## config.mk

```make
export PLATFORM = sky130hd
export DESIGN_NAME = sevenseg_scan
export DESIGN_NICKNAME = d
export VERILOG_FILES = /design/src/rtl/sevenseg_scan.sv
export SDC_FILE = /design/constraint.sdc
export NUM_CORES = 1
export LEC_CHECK = 0
export CAP_MARGIN = 20
export CORE_AREA = 2 2 73 92
export CTS_CLUSTER_DIAMETER = 200
export DETAILED_ROUTE_END_ITERATION = 10
export DIE_AREA = 0 0 75 94
export DONT_BUFFER_PORTS = 1
export GPL_TIMING_DRIVEN = 0
export PLACE_DENSITY = 0.75
export SYNTH_ARGS = -nofsm -noshare
export SYNTH_HDL_FRONTEND = slang
export SYNTH_SLANG_ARGS = --single-unit
```

## constraint.sdc

```tcl
create_clock -name clk -period 4.85 [get_ports clk]
set_input_delay 0.485 -clock clk [delete_from_list [all_inputs] [get_ports clk]]
set_output_delay 0.485 -clock clk [all_outputs]
set_load 0.02 [all_outputs]
```

## src/rtl/sevenseg_scan.sv

```systemverilog
// sevenseg_scan: time-multiplexed hex seven-segment driver with a shadow/active register pair.
// Ports: clk, rst (async, active-high); load captures value/dp_in/blank_in into the shadow
// registers; ready is high when no shadow update is pending; segs is active-low {dp,g..a};
// an is the one-hot digit enable (polarity from AN_ACTIVE_LOW); frame_tick pulses once per frame.
// Define SEVENSEG_LZB_EN to blank leading zeros of the active value.
module sevenseg_scan #(
  parameter int NUM_DIGITS    = 4,
  parameter int SCAN_DIV      = 50000,
  parameter int AN_ACTIVE_LOW = 1
) (
  input  logic                    clk,
  input  logic                    rst,
  input  logic                    load,
  input  logic [4*NUM_DIGITS-1:0] value,
  input  logic [NUM_DIGITS-1:0]   dp_in,
  input  logic [NUM_DIGITS-1:0]   blank_in,
  output logic                    ready,
  output logic [7:0]              segs,
  output logic [NUM_DIGITS-1:0]   an,
  output logic                    frame_tick
);
  localparam int PW = SCAN_DIV > 1 ? $clog2(SCAN_DIV) : 1;
  localparam int IW = NUM_DIGITS > 1 ? $clog2(NUM_DIGITS) : 1;
  localparam logic [NUM_DIGITS-1:0] AN_OFF = {NUM_DIGITS{AN_ACTIVE_LOW != 0}};
  localparam logic [6:0] SEG_LUT [16] = '{
    7'h40, 7'h79, 7'h24, 7'h30, 7'h19, 7'h12, 7'h02, 7'h78,
    7'h00, 7'h18, 7'h08, 7'h03, 7'h46, 7'h21, 7'h06, 7'h0E
  };
  logic [PW-1:0] presc_q, presc_d;
  logic [IW-1:0] idx_q, idx_d;
  logic started_q, started_d, ready_q, ready_d, tick_q, tick_d;
  logic [7:0] segs_q, segs_d;
  logic [NUM_DIGITS-1:0] an_q, an_d;
  logic [4*NUM_DIGITS-1:0] sh_val_q, sh_val_d, act_val_q, act_val_d;
  logic [NUM_DIGITS-1:0] sh_dp_q, sh_dp_d, act_dp_q, act_dp_d;
  logic [NUM_DIGITS-1:0] sh_blank_q, sh_blank_d, act_blank_q, act_blank_d;
  logic [NUM_DIGITS-1:0] blank_eff;
  logic slot_end, frame_wrap, commit;
  logic [3:0] nib;
`ifdef SEVENSEG_LZB_EN
  logic [NUM_DIGITS-1:0] lzb;
  logic lead;
  // Walk down from the top digit; a digit stays blank while all digits above it were blank too.
  always_comb begin
    lzb = '0;
    lead = 1'b1;
    for (int i = NUM_DIGITS - 1; i > 0; i--) begin
      lead = lead && act_val_q[4*i +: 4] == 4'h0 && !act_dp_q[i];
      lzb[i] = lead;
    end
  end
  assign blank_eff = act_blank_q | lzb;
`else
  assign blank_eff = act_blank_q;
`endif
  always_comb begin
    slot_end   = presc_q == PW'(SCAN_DIV - 1);
    // The first slot end after reset only enables the anodes; scanning starts at digit 0.
    frame_wrap = slot_end && started_q && idx_q == IW'(NUM_DIGITS - 1);
    commit     = frame_wrap && !ready_q;
    presc_d    = slot_end ? '0 : presc_q + 1'b1;
    started_d  = started_q | slot_end;
    idx_d      = (slot_end && started_q) ? (frame_wrap ? '0 : idx_q + 1'b1) : idx_q;
    ready_d    = load ? 1'b0 : (commit ? 1'b1 : ready_q);
    tick_d     = frame_wrap;
    sh_val_d   = load ? value : sh_val_q;
    sh_dp_d    = load ? dp_in : sh_dp_q;
    sh_blank_d = load ? blank_in : sh_blank_q;
    act_val_d   = commit ? sh_val_q : act_val_q;
    act_dp_d    = commit ? sh_dp_q : act_dp_q;
    act_blank_d = commit ? sh_blank_q : act_blank_q;
    nib    = act_val_q[{idx_q, 2'b00} +: 4];
    segs_d = (!started_q || blank_eff[idx_q]) ? 8'hFF : {~act_dp_q[idx_q], SEG_LUT[nib]};
    an_d   = started_q ? AN_OFF ^ (NUM_DIGITS'(1) << idx_q) : AN_OFF;
  end
  always_ff @(posedge clk or posedge rst) begin
    if (rst) begin
      presc_q     <= '0;
      idx_q       <= '0;
      started_q   <= 1'b0;
      ready_q     <= 1'b1;
      tick_q      <= 1'b0;
      segs_q      <= 8'hFF;
      an_q        <= AN_OFF;
      sh_val_q    <= '0;
      sh_dp_q     <= '0;
      sh_blank_q  <= '0;
      act_val_q   <= '0;
      act_dp_q    <= '0;
      act_blank_q <= '1;
    end else begin
      presc_q     <= presc_d;
      idx_q       <= idx_d;
      started_q   <= started_d;
      ready_q     <= ready_d;
      tick_q      <= tick_d;
      segs_q      <= segs_d;
      an_q        <= an_d;
      sh_val_q    <= sh_val_d;
      sh_dp_q     <= sh_dp_d;
      sh_blank_q  <= sh_blank_d;
      act_val_q   <= act_val_d;
      act_dp_q    <= act_dp_d;
      act_blank_q <= act_blank_d;
    end
  end
  assign ready      = ready_q;
  assign segs       = segs_q;
  assign an         = an_q;
  assign frame_tick = tick_q;
endmodule

```

== Word-level counts from Yosys, hierarchy flattened ==
Memories as Yosys holds them, arrays and structs flattened.
Cells that the tools add are included.
Cells by class
  equality and inequality tests: 2
  bitwise gates (word level): 4
  add/sub/neg operators: 2
  muxes and demuxes: 12
  order comparisons: 2
  reductions and logical operators: 7
  shifts and indexed selects: 2
Operators with widths (number)
  $add A16 B1 Y16 const B: 1
  $eq A16 B16 Y1 const B: 1
  $mux W16: 1
  $shiftx A16 B5 Y4: 1
  $mux W7: 2
  $mux W8: 1
  $ge A5 B5 Y1 const B: 1
  $not A4 Y5: 1
  $bmux W1 S2: 2
  $mux W1: 4
  $mux W4: 1
  $not A4 Y4: 1
  $shl A1 B2 Y4 const A: 1
  $logic_and A1 B1 Y1: 3
  $lt A2 B3 Y1 const B: 1
  $add A2 B1 Y2 const B: 1
  $eq A2 B2 Y1 const B: 1
  $logic_not A1 Y1: 2
  $mux W2: 1
  $reduce_bool A2 Y1: 1
  $logic_or A1 B1 Y1: 1
  $not A1 Y1: 1
  $or A1 B1 Y1: 1
Word-level totals
  register bits: 81
  memories kept: 1
  bits in read-only memories: 112
  word-level logic and storage cells: 45
  output and inout bits: 14
  input bits: 27
Memories
  (name not given): depth 16, width 7, read ports 1, clocked after memory_dff 0, write ports 0, RTL line 73  | segs_d = (!started_q || blank_eff[idx_q]) ? 8'hFF : {~act_dp_q[idx_q], SEG_LUT[nib]};

== Logic depth before layout (Yosys ltp) ==
Gate-level depths: netlist of run 1.
  word-level depth: 6
  mapped depth: 8
  depth with buffers taken out: 7

== Worst setup path after synthesis of run 1 ==
OpenSTA, ideal clock, no wires.
  path kind: register to register
  from: register presc_q[0]
  to: register act_dp_q[0]
  setup time: 0.125 ns
  data arrival time: 1.883 ns
  clock period less this slack: 2.008 ns
  buffers on the path: 2
  cell stages (with the launch flop): 8
  setup slack: 2.842 ns
  required time: 4.725 ns
  cell sequence: dfrtp_1 > ha_1 > and3_1 > buf_2 > and4_4 > nor3b_4 > buf_8 > mux2_4
Between the ends
  longest elaborated chain between the ends: 4
RTL lines
  from (decl): RTL line 29  | logic [PW-1:0] presc_q, presc_d;
  from (signal assigned): RTL line 92  | presc_q <= presc_d;
  $eq A16 B16 Y1: RTL line 57  | slot_end = presc_q == PW'(SCAN_DIV - 1);
  $logic_and A1 B1 Y1 (2 in series): RTL line 59  | frame_wrap = slot_end && started_q && idx_q == IW'(NUM_DIGITS - 1);
  $logic_and A1 B1 Y1: RTL line 60  | commit = frame_wrap && !ready_q;
  to (signal assigned): RTL line 103  | act_dp_q <= act_dp_d;
  to (decl): RTL line 35  | logic [NUM_DIGITS-1:0] sh_dp_q, sh_dp_d, act_dp_q, act_dp_d;
No other way between the ends.
A chain may end at the register's enable or synchronous reset.

== Worst setup path in the final report of run 1 ==
  from: register presc_q[0]
  to: register act_val_q[3]
Between the ends
  longest elaborated chain between the ends: 4
RTL lines
  $eq A16 B16 Y1: RTL line 57
  $logic_and A1 B1 Y1 (2 in series): RTL line 59
  $logic_and A1 B1 Y1: RTL line 60
  to (signal assigned): RTL line 102  | act_val_q <= act_val_d;
  to (decl): RTL line 34  | logic [4*NUM_DIGITS-1:0] sh_val_q, sh_val_d, act_val_q, act_val_d;
No other way between the ends.

==> results of run 1 <==
-- through the flow --
stage / setup slack [ps] / power [uW] / utilization (%) / hold slack, ps / std cells
floorplan: 2310 / 750 / - / 448 / 256
global placement: 1560 / 758 / 61.0 / 478 / 341
detailed placement: 2600 / 763 / 61.5 / 334 / 342
CTS: 2580 / 1350 / 65.5 / 267 / 359
global route: 2480 / 1390 / 65.5 / 257 / 359
finish: 2600 / 1340 / 65.5 / 277 / 359
-- registers in the layout (all words and copies together) (netlist names) --
| register | cells |
|---|---|
| act_blank_q | 4 |
| act_dp_q | 4 |
| act_val_q | 16 |
| an | 4 |
| frame_tick | 1 |
| idx_q | 2 |
| presc_q | 16 |
| ready | 1 |
| segs | 8 |
| sh_blank_q | 4 |
| sh_dp_q | 4 |
| sh_val_q | 16 |
| started_q | 1 |
-- Yosys cell counts (4+ instances only) --
cell type / count
mux2_4: 20
xnor2_1: 4
dfstp_2: 17
nor2b_1: 4
ha_1: 10
mux2_2: 33
a21oi_1: 4
dfrtp_1: 64
inv_1: 8
nand2_1: 16
nor2_1: 11
clkbuf_1: 5
nand3_1: 5
xor2_1: 8
mux4_2: 6
-- layout make-up --
type	count	area (um2)	area share (%)
Clock inverter	7	116	2.90
Tap cell	85	106	2.65
Timing Repair Buffer	2	37.5	0.935
Clock buffer	9	124	3.09
Sequential cell	81	2050	51.0
Buffer	13	78.8	1.96
Inverter	8	32.5	0.810
Multi-Input combinational cell	154	1470	36.6
-- layer usage --
layer | global-route usage [%] | vias up | part of all wire, %
li1 | - | 920 | -
met1 | 25.6 | 972 | 44
met2 | 31.4 | 37 | 50
met3 | 6.22 | 5 | 4.8
met4 | 6.70 | 0 | 1.1
met5 | 0 | - | 0
-- worst register-to-register path: stages (launching register included) --
cell and delay, ps:
dfrtp_1 400, ha_1 190, and3_1 150, buf_2 150, and4_4 270, nor3b_4 430
buf_8 230, mux2_4 320
-- report_power, final --
part	switching, uW	leakage [uW]	internal (uW)
clock network	248	0.000120	342
logic	22.1	0.000607	21.8
registers	10.7	0.00100	696
-- cell families after synthesis --
kind of cell	after synthesis	synth area share, %
multiplexers	60	22.5
AO/OA/AOI/OAI	16	3.00
flip-flops	81	56.4
AND/OR/NAND/NOR	56	8.69
buffers and inverters	21	3.00
XOR/XNOR	12	2.90
adder cells (fa/ha/maj)	10	3.45
-- final timing paths --
path	cells after the start	slack (ps)	to
worst min register to register	1	490	presc_q[10]
worst min-delay path	1	280	sh_val_q[3]
worst max register to register	7	2600	act_val_q[3]
min in group asynchronous	2	580	sh_val_q[11]
worst max-delay path	7	2600	act_val_q[3]
max in group asynchronous	3	3640	segs[5]
==> run summary, run 1 <==
Status = finished clean
Clock Sinks = 81
Setup TNS = 0 ps
Cell Rows = 32
Largest net degree at the start of global routing = 61
Via Count = 1934
Leakage = 0.00173 uW
Vias in the first global route = 2103
EDFF count, synth = 0
Share of layout cells above drive strength 1 = 38.7%
CP delay by family, top = simple AND/OR/NAND/NOR gates
Routed Antenna Nets = 0
Final antenna diode count = 0
Initial DRC Count = 79
NumNets Final = 306
Syn Inst Count = 256
Die height = 94 um
Origin of the worst min-delay path = value[3]
Worst-path fanout max = 10
Worst path slowest cell = nor3b_4
Avg Cell Area, Syn = 14.2 um2
Worst VDD drop = 357 uV
FMAX = 445 MHz
Worst endpoint required time = 5090 ps
# fillers = 460
Via density = 5.39
PwrDens = 334 nW/um2
Finished Cell Area = 4020 um2
Hpwl dp = 4.09 mm
# setup viols final = 0
Area post-placement = 3760 um2
Initial Util = 59.2%
Synth top area share = 44.1%
Initial antenna violation count = 0
Synth unique cells = 40
Ys async rst share = 100%
Drc violations = 0
Worst slew margin = 56.2%
Number of synthesized register bits = 81
Clock Skews = 8.77 ps
Worst path max stage delay = 430 ps
Post-Syn Area = 3630 um2
CTS Buf Count = 9
Final hold vios = 0
Crit-path cells = ha_1 > and3_1 > buf_2 > and4_4 > nor3b_4 > buf_8 > mux2_4
Clock latency on the worst-skew pair = 350 ps
Area leader, netlist = dfrtp_1
Max Slew Vio Count = 0
Gr ovfl total = 0
Die width = 75 um
# resized after CTS = 0
Measured slew at the worst slew-check pin = 657 ps
PortBufs = 0
Post-CTS Setup Inserts = 0
Synth warn = 0
Post-Route WL = 5.95 mm
Gpl congestion = 0.797
R2R Path Start = presc_q[0]
Drt wl/cell = 16.6 um
Crit path time final = 2250 ps
Commonest non-fill, non-tap cell in the layout = dfrtp_1
Clk slew on worst S/H paths = 80 ps
CP Launch Point = presc_q[0]
CP Launch Type = flop
Core ar. = 6130 um2
RSZ-0062 raised after global routing = no
H-tree levels = 3
CP bufs+invs = 2
Crit end category = flop
Ports = 41
Commonest non-fill, non-tap cells in the layout = dfrtp_1, mux2_2, mux2_4
CTS tree = yes
Syn Nets = 293
Hold WC Path Type = in -> reg
Fin crit share = 46.3%
Max Cap Viol = 0
Pre-Repair DR Iteration Count = 4
Die area = 7050 um2
Hold_buf cts = 1
Max clock buf depth = 2
Area grow syn2layout = 10.7%
Post-synth top flop = dfrtp_1
Crit Path Category = reg -> reg
Tot GR Track Use = 19.8%
Synth area leaders = dfrtp_1, dfstp_2, mux2_2
First-pass GRT wire length = 10.2 mm
Root Buffer = clkbuf_8
CP Data Arrival Time = 2490 ps
Sequential cell area fraction in the yosys report = 56.4%
No activity file was read; power rests on OpenSTA's default activity.
==> run 2, diff against run 1 <==
--- a/config.mk
+++ b/config.mk
@@ -6,13 +6,13 @@
 export NUM_CORES = 1
 export LEC_CHECK = 0
 export CAP_MARGIN = 20
-export CORE_AREA = 2 2 73 92
+export CORE_AREA = 2 2 75 95
 export CTS_CLUSTER_DIAMETER = 200
 export DETAILED_ROUTE_END_ITERATION = 10
-export DIE_AREA = 0 0 75 94
+export DIE_AREA = 0 0 77 97
 export DONT_BUFFER_PORTS = 1
 export GPL_TIMING_DRIVEN = 0
-export PLACE_DENSITY = 0.75
+export PLACE_DENSITY = 0.74
 export SYNTH_ARGS = -nofsm -noshare
 export SYNTH_HDL_FRONTEND = slang
 export SYNTH_SLANG_ARGS = --single-unit
==> constraint.sdc (replaced) <==
create_clock -name clk -period 2 [get_ports clk]
set_input_delay 0.2 -clock clk [delete_from_list [all_inputs] [get_ports clk]]
set_output_delay 0.2 -clock clk [all_outputs]
set_load 0.02 [all_outputs]
==> run 2 against run 1 <==
  * The run now ends with negative setup slack left
  * Critical path type unchanged
  * Count of clock-buffer cells in the layout unchanged
  * Cell area increased by 11%
  * Highest routed layer unchanged
  * Core utilization increased by 2.5 points
==> run summary, run 2 (same netlist as run 1, synthesis figures left out) <==
Design Power = 2950 uW
Worst-path fanout max = 6
Post-Route WL = 6.85 mm
First-pass GRT wire length = 11.1 mm
Gr ovfl total = 0
Crit-path cells = ha_2 > and3_4 > buf_6 > and4_4 > nor3b_4 > buf_6 > clkbuf_16 > mux2_4
Hold WC Path Type = in -> reg
Share of layout cells above drive strength 1 = 42.3%
Clock latency on the worst-skew pair = 350 ps
NumNets Final = 344
Root Buffer = clkbuf_8
Status = finished with violations
R2R Path Start = presc_q[0]
Initial Util = 55.6%
Hpwl dp = 4.11 mm
Pre-Repair DR Iteration Count = 5
Worst Reg-to-Reg Cells = 8
Max Slew Vio Count = 0
Cell Rows = 33
Finished Cell Area = 4440 um2
CP bufs+invs = 3
Crit Path Category = reg -> reg
Fin crit share = 100%
FMAX = 499 MHz
Crit path time final = 2010 ps
Tot GR Track Use = 19.0%
Area post-placement = 3760 um2
Crit end category = flop
CP delay by family, top = simple AND/OR/NAND/NOR gates
Initial antenna violation count = 0
Via density = 5.41
Measured slew at the worst slew-check pin = 847 ps
Ports = 41
CTS Buf Count = 9
Vias in the first global route = 2320
Largest net degree at the start of global routing = 42
PwrDens = 663 nW/um2
CP Launch Type = flop
Worst endpoint required time = 2230 ps
Worst reg2reg path endpoint = act_val_q[0]
CTS tree = yes
R2r setup slk = -6 ps
Leakage = 0.00188 uW
Hold path cells = 2
Clock Sinks = 81
Worst Hold Path EP = sh_blank_q[0]
H-tree levels = 3
Drc violations = 0
Max clock buf depth = 2
Worst VDD drop = 491 uV
Routed Antenna Nets = 0
Drt wl/cell = 17.2 um
Commonest non-fill, non-tap cells in the layout = dfrtp_1, mux2_2, dlygate4sd3_1
Clock Skews = 7.05 ps
Initial DRC Count = 120
Hold_ws = 316 ps
Die width = 77 um
Final antenna diode count = 0
Max Cap Viol = 0
Final hold vios = 0
Die area = 7470 um2
CP Data Arrival Time = 2240 ps
Most used cell, CP = buf_6
RSZ-0062 raised after global routing = yes
Area grow syn2layout = 22.4%
Origin of the worst min-delay path = load
PortBufs = 0
Die height = 97 um
# setup viols final = 4
Via Count = 2157
Commonest non-fill, non-tap cell in the layout = dfrtp_1
Setup TNS = -14.3 ps
Failing checks = negative setup slack
Worst slew margin = 43.4%
Worst path max stage delay = 380 ps
Top Registers = act_val_q: 16 flops, presc_q: 16 flops, sh_val_q: 16 flops
Final setup margin = -5.86 ps
Gpl congestion = 0.801
Clk slew on worst S/H paths = 90 ps
Worst path slowest cell = dfrtp_1
Core ar. = 6520 um2
-- run 2: changes by cell type in the layout (fill, tap and decap cells not counted), moves of 3 or more --
cell,change
buf_6,+5
ha_1,-4
buf_12,+3
clkinvlp_4,+4
dlygate4sd3_1,+24
buf_4,+9
mux2_4,+3
bufinv_16,-3
ha_4,+3
mux2_2,-3
-- run 2: per-stage QoR --
stage               setup slack [ps]  utilization (%)  std cells
floorplan                      0.441                -        256
global placement                -215             57.4        343
detailed placement              -227             57.7        344
CTS                             13.4             65.8        394
global route                   -73.7             68.1        399
finish                         -5.86             68.1        399
-- run 2: worst register-to-register path, stage by stage, from the launching register on --
cell	delay (ps)
dfrtp_1	380
ha_2	200
and3_4	190
buf_6	90
and4_4	210
nor3b_4	180
buf_6	180
clkbuf_16	170
mux2_4	290
-- run 2: timing repair --
item / in CTS / in global routing
hold endpoints to repair: 55 / 0
pin swaps: 0 / 5
resized for setup: 9 / 18
hold buffers: 25 / 0
gates cloned: 0 / 2
setup buffers: 9 / 3
endpoints found under the setup margin: 30 / 27
-- run 2: area by class of cell --
cell class	instances	area (um2)
Buffer	13	103
Timing Repair Buffer	40	422
Clock buffer	9	124
Multi-Input combinational cell	154	1550
Clock inverter	7	56.3
Fill cell	475	2080
Tap cell	87	109
Inverter	8	33.8
Sequential cell	81	2050
-- run 2: worst max path at each step --
stage               start            to  slack [ps]  depth (start not counted)
2_1_floorplan  presc_q[0]   act_dp_q[0]         0.4                          7
3_3_place_gp   presc_q[0]  act_val_q[1]        -210                          7
3_5_place_dp   presc_q[0]  act_val_q[1]        -230                          7
4_1_cts          idx_q[0]       segs[3]          10                          7
5_1_grt        presc_q[0]  act_val_q[1]         -70                          8
6_report       presc_q[0]  act_val_q[0]          -6                          8
-- run 2: layer usage --
layer	global-route usage (%)	vias to the layer above	part of all wire [%]
li1	-	1003	-
met1	23.1	1096	43
met2	33.0	54	53
met3	5.22	4	3.5
met4	5.22	0	0.72
met5	0	-	0
-- run 2: where the power goes --
group	switching (uW)	total (uW)	internal, uW
Clock	629	1090	458
Sequential	28.2	1710	1690
Combinational	61.0	143	82.4
Total	718	2950	2230
